File: src/rtl/spi_master_sequencer.sv
// Sequences SPI master register accesses (init, select, shift, poll, read, deselect)
// on behalf of two round-robin arbitrated requesters.
module spi_master_sequencer #(
  parameter logic [3:0]  CPRE    = 4'd2,
  parameter logic        CPOL    = 1'b0,
  parameter logic        CPHA    = 1'b0,
  parameter int unsigned TIMEOUT = 50000
) (
  input  logic        i_clk,
  input  logic        rst,
  input  logic [1:0]  req_valid,
  output logic [1:0]  req_ready,
  input  logic [31:0] req_data0,
  input  logic [31:0] req_data1,
  input  logic [2:0]  req_ss0,
  input  logic [2:0]  req_ss1,
  output logic [1:0]  rsp_valid,
  output logic [31:0] rsp_data,
  output logic        rsp_err,
  output logic [1:0]  m_addr,
  output logic        m_wr,
  output logic [31:0] m_wdata,
  input  logic [31:0] m_rdata,
  output logic        busy
);

  // SPI master register map (same encoding as spi_defines.vh)
  localparam logic [1:0] SPI_CONFIG = 2'd0;
  localparam logic [1:0] SPI_CTRL   = 2'd1;
  localparam logic [1:0] SPI_SSELEC = 2'd2;
  localparam logic [1:0] SPI_BUFFER = 2'd3;

  localparam int unsigned CNT_W = 16;
  localparam int unsigned DW    = 32;

  typedef enum logic [3:0] {
    S_INIT_CFG,
    S_INIT_EN,
    S_IDLE,
    S_SEL,
    S_LOAD,
    S_SETTLE,
    S_POLL,
    S_READ,
    S_DESEL,
    S_RESP
  } state_t;

  state_t           state, state_d;
  logic             owner;
  logic             rr_ptr;
  logic [DW-1:0]    data_q;
  logic [2:0]       ss_q;
  logic [CNT_W-1:0] poll_cnt;

  logic             grant;
  logic             handshake;
  logic             spi_busy;
  logic             timeout_c;
  logic             m_wr_c;
  logic [1:0]       m_addr_c;
  logic [DW-1:0]    m_wdata_c;

  // Single valid requester wins; on contention the pointer picks the one not served last
  always_comb begin
    grant = rr_ptr;
    if (req_valid == 2'b01) grant = 1'b0;
    else if (req_valid == 2'b10) grant = 1'b1;
  end

  assign req_ready = (state == S_IDLE) ? (grant ? 2'b10 : 2'b01) : 2'b00;
  assign handshake = |(req_valid & req_ready);
  assign rsp_valid = (state == S_RESP) ? (owner ? 2'b10 : 2'b01) : 2'b00;
  assign busy      = (state != S_IDLE);
  assign spi_busy  = m_rdata[7];
  assign timeout_c = (state == S_POLL) && spi_busy
                     && (poll_cnt == CNT_W'(TIMEOUT - 1));

  // Bus outputs are forced idle while reset is asserted, even though the state is INIT_CFG
  assign m_wr    = rst ? 1'b0     : m_wr_c;
  assign m_addr  = rst ? SPI_CTRL : m_addr_c;
  assign m_wdata = rst ? '0       : m_wdata_c;

  always_ff @(posedge i_clk or posedge rst) begin
    if (rst) state <= S_INIT_CFG;
    else     state <= state_d;
  end

  always_comb begin
    state_d   = state;
    m_wr_c    = 1'b0;
    m_addr_c  = SPI_CTRL;
    m_wdata_c = '0;
    case (state)
      S_INIT_CFG: begin
        m_wr_c    = 1'b1;
        m_addr_c  = SPI_CONFIG;
        m_wdata_c = {24'h0, 2'b00, CPOL, CPHA, CPRE};
        state_d   = S_INIT_EN;
      end
      S_INIT_EN: begin
        m_wr_c    = 1'b1;
        m_addr_c  = SPI_CTRL;
        m_wdata_c = 32'h0000_0001;
        state_d   = S_IDLE;
      end
      S_IDLE: begin
        if (handshake) state_d = S_SEL;
      end
      S_SEL: begin
        m_wr_c    = 1'b1;
        m_addr_c  = SPI_SSELEC;
        m_wdata_c = {24'h0, ~(8'h01 << ss_q)};
        state_d   = S_LOAD;
      end
      S_LOAD: begin
        m_wr_c    = 1'b1;
        m_addr_c  = SPI_BUFFER;
        m_wdata_c = data_q;
        state_d   = S_SETTLE;
      end
      S_SETTLE: begin
        state_d = S_POLL;
      end
      S_POLL: begin
        if (!spi_busy)      state_d = S_READ;
        else if (timeout_c) state_d = S_DESEL;
      end
      S_READ: begin
        m_addr_c = SPI_BUFFER;
        state_d  = S_DESEL;
      end
      S_DESEL: begin
        m_wr_c    = 1'b1;
        m_addr_c  = SPI_SSELEC;
        m_wdata_c = 32'h0000_00FF;
        state_d   = S_RESP;
      end
      S_RESP: begin
        state_d = S_IDLE;
      end
      default: state_d = S_INIT_CFG;
    endcase
  end

  // Request capture, arbitration pointer, poll counter and response registers
  always_ff @(posedge i_clk or posedge rst) begin
    if (rst) begin
      owner    <= 1'b0;
      rr_ptr   <= 1'b0;
      data_q   <= '0;
      ss_q     <= '0;
      poll_cnt <= '0;
      rsp_data <= '0;
      rsp_err  <= 1'b0;
    end else begin
      if (handshake) begin
        owner  <= grant;
        rr_ptr <= ~grant;
        data_q <= grant ? req_data1 : req_data0;
        ss_q   <= grant ? req_ss1 : req_ss0;
      end
      if (state == S_SETTLE) begin
        poll_cnt <= '0;
      end else if ((state == S_POLL) && spi_busy && !timeout_c) begin
        poll_cnt <= poll_cnt + CNT_W'(1);
      end
      if (state == S_READ) begin
        rsp_data <= m_rdata;
        rsp_err  <= 1'b0;
      end else if (timeout_c) begin
        rsp_data <= '0;
        rsp_err  <= 1'b1;
      end
    end
  end

endmodule

File: config.mk
export PLATFORM = sky130hd
export DESIGN_NAME = spi_master_sequencer
export DESIGN_NICKNAME = d
export VERILOG_FILES = /design/src/rtl/spi_master_sequencer.sv
export SDC_FILE = /design/constraint.sdc
export NUM_CORES = 1
export LEC_CHECK = 0
export BUFFER_PORTS_ARGS = -buffer_cell sky130_fd_sc_hd__buf_2
export CAP_MARGIN = 40
export CORE_ASPECT_RATIO = 1.2
export CORE_UTILIZATION = 40
export DETAILED_ROUTE_END_ITERATION = 7
export MAX_ROUTING_LAYER = met4
export PLACE_DENSITY = 0.71
export SLEW_MARGIN = 30
export SYNTH_ARGS = -nofsm -noshare
export SYNTH_HDL_FRONTEND = slang
export SYNTH_SLANG_ARGS = --single-unit
File: constraint.sdc
create_clock -name i_clk -period 3.76 [get_ports i_clk]
set_input_delay 0.564 -clock i_clk [delete_from_list [all_inputs] [get_ports i_clk]]
set_output_delay 0.564 -clock i_clk [all_outputs]
set_load 0.02 [all_outputs]
==> qor.log <==
qor: grt.grt_util_all_layers 0.204
qor: cts.cts_resized 0
qor: run.drv.max_cap_violation_count 0
qor: route.drt.antenna.violating_nets 0
qor: floorplanning.die_width 98.8 um
qor: cts.tritoncts built
qor: grt.grt_pass1_wl 18.4 mm
qor: yosys.main_synth_ff_type sky130_fd_sc_hd__dfrtp_1
qor: worst_setup_path.critical_path_maximum_fanout 13
qor: min_path.timing.hold.worst.class in -> async
qor: cts.cts.clk_slew.worst_paths 0.07 ns
qor: worst_setup_path.crit_path_start_kind flip-flop
qor: placement.io_buffer_count 178
qor: cts.setup_repair_bufs_after_cts 0
qor: yosys.yosysWarningCount 0
qor: floorplanning.initial_core_util 0.409
qor: run_status.outcome complete, no violations
qor: finish.layout.nets 687
qor: finish.fillCellCount 987
qor: yosys.post-synth-top-area-fraction 0.501
qor: timing.worst_slew_pin_slew 0.760 ns
qor: grt.grt_max_degree 51
qor: grt.vias_in_the_first_global_route 3,882
qor: yosys.synth_cell_types 53
qor: timing.timing.final.crit_share 0.763
qor: timing.clock_skew 0.0143 ns
qor: yosys.seq_area_frac_synth 0.501
qor: timing.fin_hold_ws 0.391 ns
qor: yosys.syn_inst 414
qor: cts.hold_buffers 0
qor: grt.antenna_found_initial 0
qor: timing.timing.final.hold_violations 0
qor: timing.fin_tns_setup 0 ns
qor: route.vias 3,892
qor: timing.setup_repair_after_global_routing_missed_its_margin false
qor: route.detailedRoute.firstIterationViolations 287
qor: floorplanning.die_h 118 um
qor: cts.cts-htree-levels 3
qor: timing.slew-limit-headroom 0.489
qor: route.drt_first_pass_iters 5
qor: cts.clock_latency 0.35 ns
qor: worst_setup_path.cp_slowest_cell sky130_fd_sc_hd__nor3_1
qor: yosys.syn-cell-area 4500 um^2
qor: yosys.number_of_flops_mapped_to_enable_cells_by_yosys 0
qor: route.remaining_drc_errors 0
qor: placement.gp_routability_congestion 0.900
qor: yosys.syn-num-nets 521
qor: finish.n_antenna_cell 0
qor: worst_setup_path.timing.critical_path.slowest_cell_delay 0.62 ns
qor: worst_setup_path.path_cells nand2_1 > nor3_1 > o21ai_0 > a21oi_1 > buf_2
qor: floorplanning.floorplan.die_area 11,700 um^2
qor: power.pwr_density_cell 740 nW/um^2
qor: cts.ctsRootBufferMaster sky130_fd_sc_hd__clkbuf_16
qor: route.via_per_inst 5.43
qor: timing.max_freq 349 MHz
qor: worst_setup_path.timing_worst_setup_path_type reg -> out
qor: power.power.static_leakage 3.14 nW
qor: yosys.async_reset_ff_frac 1.00
qor: finish.multi_input_comb_area 2040 um^2
qor: yosys.ys_seq_elements 90
qor: cts.clkSinkCount 90
qor: worst_setup_path.worst_ep_required_time 3.20 ns
qor: route.drt-total-wl 11.3 mm
qor: grt.globalRouteOverflowTotal 0
qor: timing.timing.final.setup_violations 0
qor: yosys.synthesis.area_per_instance 10.9 um^2
qor: timing.report.final.slew_viol_count 0
qor: finish.syn_to_final_growth 27.3%
qor: placement.detailed_place_hpwl 8.05 mm
qor: floorplanning.boundaryPins 179
qor: worst_setup_path.critical_path_data_arrival_time 2.30 ns
qor: cts.cts-buffers-inserted 9
qor: timing.timing.final.crit_period 2.87 ns
qor: route.avgRoutedWirePerCell 15.7 um
qor: power.power.ir.vdd_worst 0.318 mV
qor: worst_setup_path.setup.worst_path.end_class output port
qor: cts.cts-root-to-sink-buffers 2
qor: floorplanning.core_region_area 11,000 um^2
qor: yosys.netlist_top_cells_area sky130_fd_sc_hd__dfrtp_1 50%, sky130_fd_sc_hd__a22o_1 13%, sky130_fd_sc_hd__a21o_1 6.2%
qor: yosys.yosysTopAreaCell sky130_fd_sc_hd__dfrtp_1
qor: finish.layout_cells_sized_above_1 0.378
qor: floorplanning.placement_rows 42
qor: finish.ff_latch_area 2250 um^2
## worst max-delay path: cells and delay by family, from the launching register on
kind / cells / cell delay (ns)
AOI/OAI and AO/OA: 2 / 0.41
and+or+nand+nor: 2 / 0.80
buffers and inverters: 1 / 0.19
DFF: 1 / 0.58
## layer usage
metal	global-route usage	part of all wire	vias up
met2	0.328	0.50	133
met4	0.0812	0.016	0
met3	0.0337	0.042	15
met5	-	0	-
li1	-	-	1887
met1	0.256	0.44	1857
## state kept, by name, summed over array words and instances, names as in the netlist
| name | count |
|---|---|
| state | 4 |
| rsp_err | 1 |
| owner | 1 |
| rr_ptr | 1 |
| ss_q | 3 |
| data_q | 32 |
| poll_cnt | 16 |
| rsp_data | 32 |
## where the power goes
part	switching (mW)	total (mW)	internal (mW)	leakage (nW)
Combinational	0.967	1.73	0.765	1.84
Clock	0.397	0.856	0.460	0.143
Sequential	0.303	1.65	1.35	1.15
## layout by cell type, fill, tap and decap left out, drive strengths merged, types with 3 or more instances in the layout
cell type / netlist / layout
a211o: 3 / 3
nor2: 15 / 15
a2bb2oi: 4 / 4
o21ai: 12 / 12
o31ai: 4 / 4
nor2b: 5 / 5
and3: 6 / 6
and2: 26 / 26
a22o: 67 / 67
and4: 3 / 3
buf: 11 / 186
a21oi: 20 / 20
o211ai: 9 / 9
clkbuf: 20 / 9
nand3b: 3 / 3
a21o: 37 / 37
or4: 8 / 8
nand4: 5 / 5
nand3: 9 / 9
or3: 4 / 4
inv: 7 / 11
or2: 3 / 3
nand2: 21 / 21
dfrtp: 90 / 90
## synth_stat cells (all sizes together), types with 4 or more instances
| library cell | instances |
|---|---|
| a21oi | 20 |
| a22o | 67 |
| o21ai | 12 |
| clkbuf | 20 |
| a21o | 37 |
| and3 | 6 |
| dfrtp | 90 |
| nor2b | 5 |
| or4 | 8 |
| nand4 | 5 |
| nor2 | 15 |
| o31ai | 4 |
| o211ai | 9 |
| and2 | 26 |
| or3 | 4 |
| a2bb2oi | 4 |
| nand3 | 9 |
| buf | 11 |
| inv | 7 |
| nand2 | 21 |
## logic make-up (layout without fill, tap and decap cells)
logic type      count (synthesis)  count (layout)  synth area share
mux                             1               1           0.00250
buf+inv                        38             209            0.0490
xor+xnor                        1               1           0.00195
flops                          90              90             0.501
simple gates                  121             121             0.166
compound gates                162             162             0.277
fa+ha+maj                       1               1           0.00278
## cell type report
type,count,area share
clock buffers,9,0.0393
repair buffers,186,0.166
flip-flops and latches,90,0.393
clock inverters,7,0.00984
multi-input cells,286,0.357
well taps,132,0.0289
inverters,7,0.00525
## metrics by stage
| step | utilization | cell area, um^2 | setup slack (ns) | instances | total power [mW] |
|---|---|---|---|---|---|
| after CTS | 0.521 | 5720 | 0.927 | 717 | 4.27 |
| final | 0.521 | 5720 | 0.893 | 717 | 4.24 |
| after detailed placement | 0.496 | 5440 | 1.31 | 701 | 3.39 |
| after global placement | 0.496 | 5440 | 1.42 | 701 | 3.35 |
| after floorplan | - | 4500 | 0.510 | 414 | 2.89 |
| after global routing | 0.521 | 5720 | 0.737 | 717 | 4.50 |
## path summary, 6_finish.rpt
| check | cells past startpoint | end | slack (ns) | start |
|---|---|---|---|---|
| min in group i_clk | 2 | rsp_data[1]$_DFFE_PP0P_ | 0.44 | m_rdata[1] |
| hold / removal | 3 | data_q[6]$_DFFE_PP0P_ | 0.39 | rst |
| hold reg to reg | 1 | data_q[13]$_DFFE_PP0P_ | 0.48 | data_q[13]$_DFFE_PP0P_ |
| setup reg to reg | 7 | data_q[9]$_DFFE_PP0P_ | 1.30 | state[0]$_DFFE_PP0P_ |
| max in group asynchronous | 4 | poll_cnt[5]$_DFFE_PP0P_ | 2.36 | rst |
| setup / recovery | 5 | m_wdata[3] | 0.89 | state[0]$_DFFE_PP0P_ |
Power figures use the tool's default switching activity.
